`src/rtl/pipe_pkg.sv`:
```
// Shared definitions for the segmented core's inter-stage pipeline registers.
// Contents:
//   NOP_INSTR        canonical bubble instruction (addi x0, x0, 0)
//   *_W              payload widths of each stage boundary
//   if_id_payload_t  IF/ID payload layout; instr sits in the low 32 bits so a
//                    bubble is simply NOP_INSTR zero-extended
//   IF_ID_FLUSH_VAL  flush/reset payload for the IF/ID instance
package pipe_pkg;

  localparam logic [31:0] NOP_INSTR = 32'h0000_0013;

  localparam int unsigned IF_ID_W  = 96;   // instr + pc + pc_next4
  localparam int unsigned ID_EX_W  = 160;  // pc + rs1 + rs2 + imm + ctrl
  localparam int unsigned EX_MEM_W = 104;  // alu result + store data + rd/ctrl
  localparam int unsigned MEM_WB_W = 72;   // wb data + pc + rd/ctrl

  typedef struct packed {
    logic [31:0] pc_next4;
    logic [31:0] pc;
    logic [31:0] instr;
  } if_id_payload_t;

  localparam logic [IF_ID_W-1:0] IF_ID_FLUSH_VAL = {64'h0, NOP_INSTR};

endpackage

```
`src/rtl/pipe_stage_skid.sv`:
```
// Valid/ready pipeline stage register with optional 2-entry skid buffer,
// synchronous flush inserting a bubble payload, and an occupancy count.
// Ports:
//   clk_i       clock, rising edge
//   rst_i       asynchronous active-high reset
//   flush_i     synchronous flush: drop held entries and this cycle's upstream beat
//   up_valid_i  upstream beat present
//   up_ready_o  stage can accept a beat
//   up_data_i   upstream payload
//   dn_valid_o  main entry valid
//   dn_ready_i  downstream accepts
//   dn_data_o   main entry payload (FLUSH_VAL when invalid)
//   occ_o       number of held entries (0..2)
module pipe_stage_skid
  import pipe_pkg::*;
#(
  parameter int unsigned       DATA_W    = IF_ID_W,
  parameter logic [DATA_W-1:0] FLUSH_VAL = '0,
  parameter bit                SKID_EN   = 1'b1
) (
  input  logic              clk_i,
  input  logic              rst_i,
  input  logic              flush_i,
  input  logic              up_valid_i,
  output logic              up_ready_o,
  input  logic [DATA_W-1:0] up_data_i,
  output logic              dn_valid_o,
  input  logic              dn_ready_i,
  output logic [DATA_W-1:0] dn_data_o,
  output logic [1:0]        occ_o
);

  logic              main_v_q;
  logic [DATA_W-1:0] main_data_q;
  logic [1:0]        occ_q;
  logic              acc;
  logic              drn;

  assign acc = up_valid_i & up_ready_o;
  assign drn = main_v_q & dn_ready_i;

  assign dn_valid_o = main_v_q;
  assign dn_data_o  = main_data_q;
  assign occ_o      = occ_q;

  if (SKID_EN) begin : g_skid
    logic              skid_v_q;
    logic [DATA_W-1:0] skid_data_q;
    logic              main_v_d;
    logic [DATA_W-1:0] main_data_d;
    logic              skid_v_d;
    logic [DATA_W-1:0] skid_data_d;

    // Depends only on state (and reset), so dn_ready_i never reaches up_ready_o.
    assign up_ready_o = ~rst_i & ~skid_v_q;

    always_comb begin
      main_v_d    = main_v_q;
      main_data_d = main_data_q;
      skid_v_d    = skid_v_q;
      skid_data_d = skid_data_q;
      if (flush_i) begin
        main_v_d    = 1'b0;
        main_data_d = FLUSH_VAL;
        skid_v_d    = 1'b0;
        skid_data_d = FLUSH_VAL;
      end else if (!main_v_q || drn) begin
        // Main slot frees up: the skid entry is older than any new beat.
        if (skid_v_q) begin
          main_v_d    = 1'b1;
          main_data_d = skid_data_q;
          skid_v_d    = 1'b0;
          skid_data_d = FLUSH_VAL;
        end else if (acc) begin
          main_v_d    = 1'b1;
          main_data_d = up_data_i;
        end else begin
          main_v_d    = 1'b0;
          main_data_d = FLUSH_VAL;
        end
      end else if (acc) begin
        skid_v_d    = 1'b1;
        skid_data_d = up_data_i;
      end
    end

    always_ff @(posedge clk_i or posedge rst_i) begin
      if (rst_i) begin
        main_v_q    <= 1'b0;
        main_data_q <= FLUSH_VAL;
        skid_v_q    <= 1'b0;
        skid_data_q <= FLUSH_VAL;
        occ_q       <= 2'd0;
      end else begin
        main_v_q    <= main_v_d;
        main_data_q <= main_data_d;
        skid_v_q    <= skid_v_d;
        skid_data_q <= skid_data_d;
        occ_q       <= {1'b0, main_v_d} + {1'b0, skid_v_d};
      end
    end
  end else begin : g_noskid
    logic              main_v_d;
    logic [DATA_W-1:0] main_data_d;

    assign up_ready_o = ~rst_i & (~main_v_q | dn_ready_i);

    always_comb begin
      main_v_d    = main_v_q;
      main_data_d = main_data_q;
      if (flush_i) begin
        main_v_d    = 1'b0;
        main_data_d = FLUSH_VAL;
      end else if (acc) begin
        main_v_d    = 1'b1;
        main_data_d = up_data_i;
      end else if (drn) begin
        main_v_d    = 1'b0;
        main_data_d = FLUSH_VAL;
      end
    end

    always_ff @(posedge clk_i or posedge rst_i) begin
      if (rst_i) begin
        main_v_q    <= 1'b0;
        main_data_q <= FLUSH_VAL;
        occ_q       <= 2'd0;
      end else begin
        main_v_q    <= main_v_d;
        main_data_q <= main_data_d;
        occ_q       <= {1'b0, main_v_d};
      end
    end
  end

endmodule

```
`config.mk`:
```
export PLATFORM = sky130hd
export DESIGN_NAME = pipe_stage_skid
export DESIGN_NICKNAME = d
export VERILOG_FILES = /design/src/rtl/pipe_pkg.sv /design/src/rtl/pipe_stage_skid.sv
export SDC_FILE = /design/constraint.sdc
export NUM_CORES = 1
export LEC_CHECK = 0
export ABC_AREA = 1
export BUFFER_PORTS_ARGS = -buffer_cell sky130_fd_sc_hd__buf_2
export CAP_MARGIN = 20
export CELL_PAD_IN_SITES_DETAIL_PLACEMENT = 1
export CELL_PAD_IN_SITES_GLOBAL_PLACEMENT = 1
export CORE_MARGIN = 10
export CORE_UTILIZATION = 30
export CTS_BUF_LIST = sky130_fd_sc_hd__clkbuf_4
export DETAILED_ROUTE_END_ITERATION = 10
export PLACE_DENSITY = 0.67
export SYNTH_ARGS = -nofsm -noshare
export SYNTH_HDL_FRONTEND = slang
export SYNTH_SLANG_ARGS = --single-unit
```
`constraint.sdc`:
```
create_clock -name clk_i -period 8.21 [get_ports clk_i]
set_input_delay 1.2315 -clock clk_i [delete_from_list [all_inputs] [get_ports clk_i]]
set_output_delay 1.2315 -clock clk_i [all_outputs]
set_load 0.005 [all_outputs]
```
=== Word-level counts from Yosys, hierarchy flattened ===
Cells that the tools add are included.

* Multiplexer cells: 15
* Add/subtract/negate cells: 1
* Bitwise gates (word level): 5
* Equal/unequal tests: 1
* Reductions and logical operators: 5

{| class="wikitable"
|+ Operator list
! cell !! number
|-
| $mux 96 || 8
|-
| $mux 1 || 7
|-
| $and 1x1->1 || 3
|-
| $ne 3x3->1 const B || 1
|-
| $reduce_bool 3->1 || 1
|-
| $add 1x1->2 || 1
|-
| $not 1->1 || 2
|-
| $reduce_and 2->1 || 1
|-
| $reduce_bool 2->1 || 1
|-
| $logic_not 1->1 || 1
|-
| $logic_or 1x1->1 || 1
|}

* Bits of input ports: 101
* Register bits after elaboration: 196
* Output and inout bits: 100
* Logic and storage cells: 32

=== Longest topological paths before layout ===
Gate-level depths: netlist (run 1).

* Depth in word-level cells: 8
* Gate-level depth with buffers: 7
* Mapped depth without buffers: 6

=== Worst setup path before layout (run 1) ===
No wires, ideal clock.

* Path type: input port to output port
* Start point: input rst_i
* End point: output up_ready_o
* Slack: 5.278 ns
* Data required time: 6.978 ns
* Cell stages on the path: 2
* Path buffers: 1
* Data arrival time: 1.700 ns
* Cell sequence: nor2_2 -> clkbuf_1

* Word-level cells in the longest chain between the ends: 2

{| class="wikitable"
|+ RTL lines
! element !! line !! source
|-
| start: declaration || pipe_stage_skid.sv:22 || <nowiki>input logic rst_i,</nowiki>
|-
| $not 1->1 || pipe_stage_skid.sv:55 || <nowiki>assign up_ready_o = ~rst_i & ~skid_v_q;</nowiki>
|-
| $and 1x1->1 || pipe_stage_skid.sv:55 ||
|-
| end: declaration || pipe_stage_skid.sv:25 || <nowiki>output logic up_ready_o,</nowiki>
|}

No other way between the ends.

=== Final worst setup path (run 1) ===
* Start point: register g_skid.skid_v_q
* End point: output up_ready_o

* Word-level cells in the longest chain between the ends: 2

{| class="wikitable"
|+ RTL lines
! element !! line !! source
|-
| start: declaration || pipe_stage_skid.sv:47 || <nowiki>logic skid_v_q;</nowiki>
|-
| start signal: assignment || pipe_stage_skid.sv:97 || <nowiki>skid_v_q <= skid_v_d;</nowiki>
|-
| $not 1->1 || pipe_stage_skid.sv:55 ||
|-
| $and 1x1->1 || pipe_stage_skid.sv:55 ||
|}

No other way between the ends.

==> results.txt, run 1 <==
- The longest clock path from root to sink contains 2 buffers.
- After floorplanning, the core was sized to cover 0.02987 mm2.
* Async set or reset register ratio after synthesis: between 90% and 100%
- In the final layout, flip-flops and latches occupy a little under 0.005 mm2.
* Number of endpoints failing setup at the final stage: 0
- Worst slew margin: 25.23%
- Critical path capture point type: output port
- After legalization and detailed placement, the total HPWL measured a little under 20000 um.
- Die Width: 194.7 um
* Slowest-stage cell, CP: dfrtp_4
* Initial antenna violation count: 3
* Non-filler instance count after layout: between 1500 and 2000
- In this run the cell area of the synthesized design comes to approximately 0.009 mm2.
- For the worst-skew pair, the clock arrives at the later sink with an insertion delay of ~0.60 ns.
* Number of enable flip-flop cells after synthesis: 0
* First-pass GRT wire length: 52880 um
- Maximum Capacitance Violations: 0
* # placed instances: between 1500 and 2000
- Number of levels in the clock H-tree: 4
- The worst-case IR drop observed on VDD is 0.09721 mV.
* Reported leakage power: around 6.3 nW
- Register area share after synthesis: 53.56%
- In this run, flip-flops and latches consume 55.5% of the power.
* Share of total power in combinational logic: a little over a tenth
- In this run the count of I/O pins placed on the die edge is 201.
- Dpl cell area: roughly 0.010 mm2
* Internal: 1.240 mW
* Finished Cell Area: 0.01078 mm2
- Fraction of synthesized cell area in xor and xnor cells: 0%
* Pin count of the biggest net entering global routing: ~130
- Via count normalized by instance count: a little over 5
* RSZ-0062 raised after global routing: false
* Slowest Stage Delay on Critical Path: around 0.81 ns
- Net count reported at finish: ~1400
- Share of synthesized area spent on multiplexers: 0%
* Main synth FF type: dfrtp_1
* Path class of the lowest-slack min-delay path: flip-flop to flip-flop
- The floorplan has 63 rows.
- After synthesis the netlist holds a flip-flop and latch count of between 150 and 200.
- After technology mapping, the gate count stands at between 1000 and 1500.
- The floorplan step set the die height to between 150 and 200 um.
- Number of buffers created by CTS: 17
- On the final layout, the worst clock skew is 0.03266 ns.
- The worst setup path is launched from a flip-flop.
* Data arrival time of the critical path: 2.16 ns
* Wire length reported by the detailed router: about 32000 um
- After layout, the worst path uses around two fifths of the clock period.
- Via count: 8657
- Overall overflow remaining after global route: 0
- Clock tree synthesis found a total of 196 sinks.
* Total chip power: ~1.8 mW
* Place WS: 4.438 ns
- Clock share of power: 33.9%
- Summing the areas of all compound-gate instances in the mapped netlist gives less than 1% of the synthesized area.
* Number of cells on the worst hold path: 2
* Mean instance size in the synthesized netlist: 7.754 um2
* Required time of the critical path: roughly 7 ns
* Clock-pin slew of the registers on the worst-case setup and hold paths: around 0.18 ns
* Power density over the cells: 166.5 mW/mm2
- The final max-slew violation count was 0.
- Area Growth Syn to Fin: 17.73%
- The number of setup buffers added after CTS is 0.
- Slack of the critical path: around 4.8 ns
- The count of buffers added on input and output ports is 200.
- Detailed router's first-iteration violation count: approximately 600
* Net switching fraction of the power: between 30 and 40%
- Via count of the first global-routing pass: just over 9000
- R2R depth: 6
* CTS-repair resized insts: 0
* Achievable clock frequency: 0.2952 GHz
- At the end of routability-driven placement, the weighted congestion stood at around 0.7.
- Setup total negative slack on the finished layout was measured at 0 ns.
* Library cells used by synthesis: 16
- Critical Setup Path Class: flip-flop to output port
- The critical path goes through nor2_4, buf_4, buf_2.
- Cts hold-fix bufs: 0
- TritonCTS clock tree: built
- In the final layout, the multi-input gates occupy 0.003850 mm2.
- After synthesis, the largest family of logic cells by area is simple AND/OR/NAND/NOR gates.
- For the finished layout, the period the worst path requires is around 3.4 ns.
- Average wire per standard cell: ~19 um
* ANT nets after route: 0
- Global routing used 16.95% of the available tracks.
- Of the total synthesized cell area, the portion taken by AND, OR, NAND and NOR gates is between 40% and 50%.
* Number of nets produced by synthesis: about 1300
- Initial core utilization: between 30% and 40%
* Peak fanout along the critical path: between 50 and 60
- NetSw: approximately 550 uW
* Number of iterations in the first detailed-routing pass: 4
- Status: finished, final reports clean
- Yosys warnings: 0
* Clk root buf: clkbuf_4
- Actual slew at the worst max-slew pin: 1.122 ns
- Cells with a size suffix above 1 make up between 10% and 20% of the layout.
* Final-report hold violation count: 0
- Area of the die: 0.03791 mm2
- In the routed design, unresolved DRC markers number 0.
- After Yosys synthesis, full adders, half adders and majority gates account for less than 1% of the synthesized area.
* Filler cells: ~3700
cell families (layout without fill, tap and decap cells):
logic type / after synthesis / in the layout
compound gates: 2 / 2
fa+ha+maj: 1 / 1
buf+inv: 108 / 253
flops: 196 / 196
other cells: 0 / 5
simple gates: 874 / 874
metal layers:
metal	GRT usage, %	up-vias	routed length, um
li1	-	4128	-
met3	4.147	19	1719
met1	21.72	4328	14690
met2	28.31	182	15630
met4	3.521	0	342
met5	0	-	0
area by class of cell:
| cell class | count | area share, % |
|---|---|---|
| Inverter | 6 | 0.2901 |
| Sequential cell | 196 | 45.53 |
| Clock buffer | 17 | 1.184 |
| Multi-Input combinational cell | 877 | 35.71 |
| Tap cell | 390 | 4.526 |
| Timing Repair Buffer | 215 | 10.72 |
| Clock inverter | 15 | 1.926 |
| Antenna cell | 5 | 0.1160 |
stage by stage:
stage	hold slack (ns)	util, %
after CTS	0.5040	35.86
after global placement	0.4571	34.74
after detailed placement	0.4615	34.74
final	0.4977	36.09
after global routing	0.5273	36.07
after floorplan	0.4686	-
placed cells by master (no fill, tap or decap), types with 2 or more instances in the layout:
cell type	n
clkinv_4	2
dfrtp_1	195
inv_8	6
diode_2	5
nor2_4	4
nand3_1	193
clkinv_8	2
buf_16	2
buf_4	14
inv_1	4
inv_6	2
nand4_1	95
bufinv_16	2
clkbuf_4	17
buf_2	199
nand2_1	578
nor2_1	2
path summary, 6_finish.rpt:
| path | endpoint | slack, ns | from |
|---|---|---|---|
| setup reg to reg | g_skid.skid_data_q[91] | 5.31 | g_skid.skid_v_q |
| setup / recovery | up_ready_o | 4.82 | g_skid.skid_v_q |
| hold / removal | dn_data_o[91] | 0.50 | dn_data_o[91] |
| hold reg to reg | dn_data_o[91] | 0.50 | dn_data_o[91] |
| min in group asynchronous | dn_data_o[43] | 0.84 | rst_i |
| max in group asynchronous | g_skid.skid_v_q | 5.63 | rst_i |
worst max-delay path, delay by kind of cell, from the launching register on:
kind / cells / cell delay (ns)
buffers and inverters: 2 / 0.56
DFF: 1 / 0.81
and+or+nand+nor: 1 / 0.19
sequential cells by signal, summed over array words and instances, names as in the netlist:
name	cells
dn_valid_o	1
dn_data_o	96
occ_o	2
g_skid.skid_data_q	96
g_skid.skid_v_q	1
power by group through the flow:
stage / Clock [mW] / Sequential, mW / Combinational, mW
3_3_place_gp: 0 / 1.01 / 0.191
6_report: 0.608 / 0.996 / 0.190
2_1_floorplan: 0 / 1.01 / 0.0967
3_5_place_dp: 0 / 1.01 / 0.192
5_1_grt: 0.669 / 0.999 / 0.214
4_1_cts: 0.634 / 0.997 / 0.193
cell usage after synthesis (2+ instances only):
master	instances	share of area, %
nand2_1	578	24
dfrtp_1	196	54
nand3_1	194	11
nand4_1	95	6.5
clkbuf_1	56	2.3
buf_2	22	1.2
buf_1	20	0.82
inv_1	5	0.20
buf_4	4	0.33
nor2_1	4	0.16
nor2_2	2	0.14
No activity file was read; power rests on OpenSTA's default activity.
==> run 2, diff against run 1 <==
clock period = 3.25 ns   (was 8.21 ns; I/O delays follow)
==> results.txt, run 2 (same netlist as run 1, synthesis figures left out) <==
- Area Growth Syn to Fin: 18.09%
- The count of nets left with antenna violations once routing finished came out at 0.
- Reg-to-Reg End: g_skid.skid_data_q[81]
- RSZ-0062 raised after global routing: false
- The detailed router placed 8692 vias in this run.
- The die is a little under 200 um tall.
* Routability cong.: roughly 0.73
* Initial core utilization: between 30 and 40%
- Clock tree synthesis inserted a total of 17 buffers.
* Maximum Capacitance Violations: 0
* Status: finished, final reports clean
- Summed over all layers, the global routing overflow is 0.
* TritonCTS Sinks: slightly below 200
- The initialized floorplan defines between 60 and 70 standard-cell rows.
- Final Hold Slack: 0.1008 ns
- Initial antenna violation count: 6
- Number of pins with negative max-slew slack in the final report: 0
- The top cell types in the final layout, fill and taps aside, are nand2_1 (578), buf_2 (199), dfrtp_1 (195).
- Entering global routing, the biggest net connects 98 pins.
* Share of the clock period used by the worst path: 81.99%
- The die covers 0.03791 mm2.
- Average wire per standard cell: 19.15 um
- Worst IR drop on VDD: approximately 0.15 mV
- Summing all flip-flop and latch instances after layout gives around 0.005 mm2.
- Data on the critical path arrives at its endpoint at 2.18 ns.
- Dpl cell area: 0.01052 mm2
- In this run the worst setup path terminates at up_ready_o.
* Final-report hold violation count: 0
- Leaving out fill and tap cells, the most frequent cell in the layout is nand2_1.
* DR DRC count: 0
- After detailed routing, the number of vias per cell comes to approximately 5.0.
* Power density over the cells: 396.0 mW/mm2
- The worst setup path is launched from a flip-flop.
- Core region area: 0.02987 mm2
* Actual slew at the worst max-slew pin: 0.8698 ns
- Worst setup path start: g_skid.skid_v_q
* Detailed router's first-iteration violation count: approximately 630
- For this design, the CTS-stage hold fixing added 0 buffers.
* Slack of the critical path: around 0.6 ns
* Required time of the critical path: 2.76 ns
- Die Width: between 150 and 200 um
* Filler cells: ~3700
- STA classifies the critical path endpoint as an output port.
- Reg2Reg Launch Point: g_skid.skid_v_q
- For the worst flop-to-flop path, the logic depth is 6.
* Fraction of final layout cells sized beyond drive strength 1: between 10% and 20%
- The wire-length estimate of the detail-placed layout is 20370 um.
- First-pass GRT wire length: 54150 um
- Setup slack on the worst reg-to-reg path comes out at 1.35 ns.
- I/O pin count: 201
* Clock Tree Buf Depth: 2
- Multi-input logic area: about 0.0038 mm2
- Wire length reported by the detailed router: about 33000 um
- Before CTS, the worst setup slack after placement is ~1.1 ns.
- Latest clock arrival within the worst-skew pair: roughly 0.61 ns
- Finished Cell Area: approximately 0.011 mm2
- Reported leakage power: roughly 6.3 nW
* Post-layout minimum cycle time: 2.665 ns
* Net count reported at finish: 1422
* Total negative slack: 0 ns
- Peak fanout along the critical path: a little under 100
- The tree is rooted in a clkbuf_4.
* Worst slew margin: a little over two fifths
* CTS-repair resized insts: 0
* Clock-pin slew of the registers on the worst-case setup and hold paths: roughly 0.16 ns
* Number of iterations in the first detailed-routing pass: 4
* Number of endpoints failing setup at the final stage: 0
* Total track usage: 17.45%
- Post-CTS setup repair buffer count: 0
* Achievable clock frequency: 0.3753 GHz
* Number of levels in the clock H-tree: 4
- Via count of the first global-routing pass: roughly 9300
* Setup clock skew after layout: 0.02281 ns
- Critical Setup Path Class: flip-flop to output port
- Total chip power: between 4 and 5 mW
* I/O Buffers: 200
- TritonCTS built the clock tree.
- Path class of the lowest-slack min-delay path: input pin to asynchronous set/reset pin
run 2: cell types whose count changed in the layout (fill, tap and decap cells not counted), moves of 2 or more:
cell,previous run,this run
inv_6,2,5
clkinv_8,2,0
clkinvlp_4,1,3
buf_12,0,7
inv_8,6,2
clkinv_2,1,3
bufinv_16,2,0
run 2: power by group:
part           internal [mW]  switching [mW]
logic                  0.142           0.358
registers               2.49          0.0282
clock network          0.323           0.943
run 2: per-stage QoR:
step / util [%] / cells
floorplan: - / 1181
global placement: 35.22 / 1690
detailed placement: 35.22 / 1690
CTS: 36.06 / 1722
global route: 36.17 / 1726
finish: 36.20 / 1729
run 2: final cells by class:
class | count | share of cell area [%]
Clock inverter | 15 | 1.122
Clock buffer | 17 | 1.180
Inverter | 6 | 0.2545
Tap cell | 390 | 4.512
Timing Repair Buffer | 222 | 11.80
Multi-Input combinational cell | 877 | 35.60
Sequential cell | 196 | 45.39
Antenna cell | 6 | 0.1388
run 2: routing by layer:
| layer | GRT usage [%] | vias up | part of all wire (%) |
|---|---|---|---|
| li1 | - | 4151 | - |
| met1 | 22.92 | 4333 | 46 |
| met3 | 4.319 | 22 | 5.5 |
| met2 | 28.37 | 186 | 47 |
| met4 | 3.748 | 0 | 1.1 |
| met5 | 0 | - | 0 |
run 2: critical path, cell delays in order, from the launching register on:
cell,delay (ns)
dfrtp_4,0.64
nor2_4,0.22
buf_12,0.42
buf_2,0.21
run 2: worst min path at each step:
stage | startpoint | endpoint | slack (ns) | cells after the start
after floorplan | g_skid.skid_data_q[61] | g_skid.skid_data_q[61] | 0.47 | 2
after global placement | dn_data_o[86] | dn_data_o[86] | 0.46 | 2
after detailed placement | dn_data_o[29] | dn_data_o[29] | 0.46 | 2
after CTS | up_data_i[0] | g_skid.skid_data_q[0] | 0.05 | 3
after global routing | up_data_i[0] | g_skid.skid_data_q[0] | 0.04 | 3
final | rst_i | g_skid.skid_data_q[35] | 0.10 | 2
==> run 3, diff against run 2 <==
PLACE_DENSITY = 0.7   (was 0.67)
clock period = 2.2 ns   (was 3.25 ns; I/O delays follow)
==> results.txt, run 3 (same netlist as run 1, synthesis figures left out) <==
* Commonest non-fill, non-tap cell in the layout: nand2_1
- For this design, the sink count on the clock tree is 196.
- Once detail routing completed, the nets flagged for antenna violations numbered 0.
- The final max-slew violation count came to 0.
- Final Hold Slack: between 0.1 and 0.15 ns
- Entering global routing, the biggest net connects a little under 100 pins.
- Clock latency on the worst-skew pair, taken at its later pin, is around 0.6 ns.
- Commonest cells after routing, fill and taps aside: nand2_1 (578), buf_2 (199), dfrtp_1 (195)
* Final core utilization: about two fifths
- Summed over all nets, the half-perimeter wirelength after detailed placement is between 20000 and 25000 um.
- Via count: ~9200
- STA classifies the critical path endpoint as an output port.
- Number of buffers created by CTS: 17
- The run finished with clean final reports.
* TritonCTS clock tree: built
- I/O Buffers: 200
- After layout, the worst setup slack is approximately 0.22 ns.
- The via count of the first global-routing pass was ~9900.
* Finished Cell Area: about 0.012 mm2
- Area Growth Syn to Fin: 29.88%
- Critical Setup Path Class: flip-flop to output port
- Actual slew at the worst max-slew pin: between 0.8 and 0.9 ns
- Clock Tree Buf Depth: 2
- Dividing total power by cell area gives a power density of 554.5 mW/mm2.
- The die is around 190 um tall.
- Detailed router's first-iteration violation count: between 500 and 600
- For this configuration, the core starts out at a cell density of a little over 30%.
* Share of the clock period used by the worst path: 90.11%
- Routability-driven placement finished with a final weighted congestion of roughly 0.75.
* Maximum Capacitance Violations: 0
- The final-report hold violation count was 0.
- Setup clock skew after layout: around 0.031 ns
* Post-layout minimum cycle time: between 1.5 and 2 ns
- Counting cells, the worst reg-to-reg path comes to 4.
- between 200 and 250 I/O pins were placed.
- Number of endpoints failing setup at the final stage: 0
- For this run the aggregate overflow at the end of global routing stands at 0.
- Setup repair after global routing left no endpoint under its margin.
- DR DRC count: 0
- The tree is rooted in a clkbuf_4.
* Core region area: between 0.02 and 0.03 mm2
- The worst hold path belongs to the class input pin to flip-flop.
- Required time of the critical path: roughly 1.9 ns
* Total track usage: about 18%
* Net count reported at finish: 1526
- Via count normalized by instance count: 5.043
- Peak fanout along the critical path: 19
* Number of levels in the clock H-tree: 4
* Initial antenna violation count: 2
* Area of the die: between 0.03 and 0.04 mm2
* Number of cells on the worst hold path: 4
- Clock-pin slew was measured on the worst setup and hold paths at approximately 0.18 ns.
- STA classifies the critical path startpoint as a flip-flop.
- Number of iterations in the first detailed-routing pass: 5
- Adding up every negative setup slack in the final design gives 0 ns.
* Fraction of final layout cells sized beyond drive strength 1: around a fifth
* Achievable clock frequency: around 0.5 GHz
* Count of standard-cell rows: between 60 and 70
* Dpl cell area: approximately 0.011 mm2
- Across the VDD grid, the largest voltage drop is 0.2883 mV.
- Place WS: roughly 0.34 ns
- Average wire per standard cell: approximately 19 um
- Data on the critical path arrives at its endpoint at 1.65 ns.
* Die Width: approximately 190 um
- Worst slew margin: between 40 and 50%
- First-pass GRT wire length: 56860 um
- Reported leakage power: 6.804 nW
- The final layout contains routed wiring with a total length of about 35000 um.
-- run 3: cell types whose count changed in the layout (fill, tap and decap cells not counted) --
cell	change
buf_12	+2
buf_16	-1
buf_4	+4
bufbuf_16	+2
clkinv_1	-1
clkinv_4	-1
clkinvlp_4	-1
diode_2	-4
dlygate4sd3_1	+97
inv_6	+1
inv_8	+2
-- run 3: power by group --
group / internal (mW) / total, mW / switching [mW]
Sequential: 3.67 / 3.71 / 0.0406
Combinational: 0.347 / 0.915 / 0.568
Clock: 0.501 / 1.97 / 1.46
-- run 3: worst paths after layout --
path	slack [ns]	end	from
max reg2reg	0.32	g_skid.skid_data_q[84]	g_skid.skid_v_q
max	0.22	up_ready_o	g_skid.skid_v_q
min reg2reg	0.50	dn_data_o[84]	dn_data_o[84]
max in group asynchronous	1.07	dn_data_o[66]	rst_i
min	0.14	g_skid.skid_v_q	flush_i
min in group asynchronous	0.32	g_skid.skid_data_q[35]	rst_i
-- run 3: through the flow --
step,power (mW),std cells
after floorplan,4.141,1181
after global placement,4.528,1694
after detailed placement,4.540,1695
after CTS,6.689,1827
after global routing,6.919,1829
final,6.595,1829
-- run 3: metal layers --
layer  vias to the layer above  GRT usage, %  share of wire (%)
met1                      4626         23.42                 45
met2                       225         30.54                 49
met5                         -             0                  0
met3                        29         3.407                4.7
met4                         0         4.742                1.5
li1                       4344             -                  -
-- run 3: timing repair --
action | 4_1_cts | 5_1_grt
setup buffers | 1 | 0
endpoints found under the hold margin | 121 | 0
resized for setup | 0 | 0
setup endpoints to repair | 1 | 0
hold buffers | 97 | 0
-- run 3: critical path, stage by stage (launching register included) --
cell and delay, ns:
dfrtp_4 0.58, nor2_4 0.14, buf_12 0.19, buf_2 0.15
-- run 3: area by class of cell --
type	count	area [um2]
fill	3650	17980
sequential	196	4908
multi-input combinational	877	3850
timing repair buffer	326	2355
tap	390	488.0
clock inverter	15	132.6
clock buffer	17	127.6
inverter	6	27.53
antenna	2	5.005
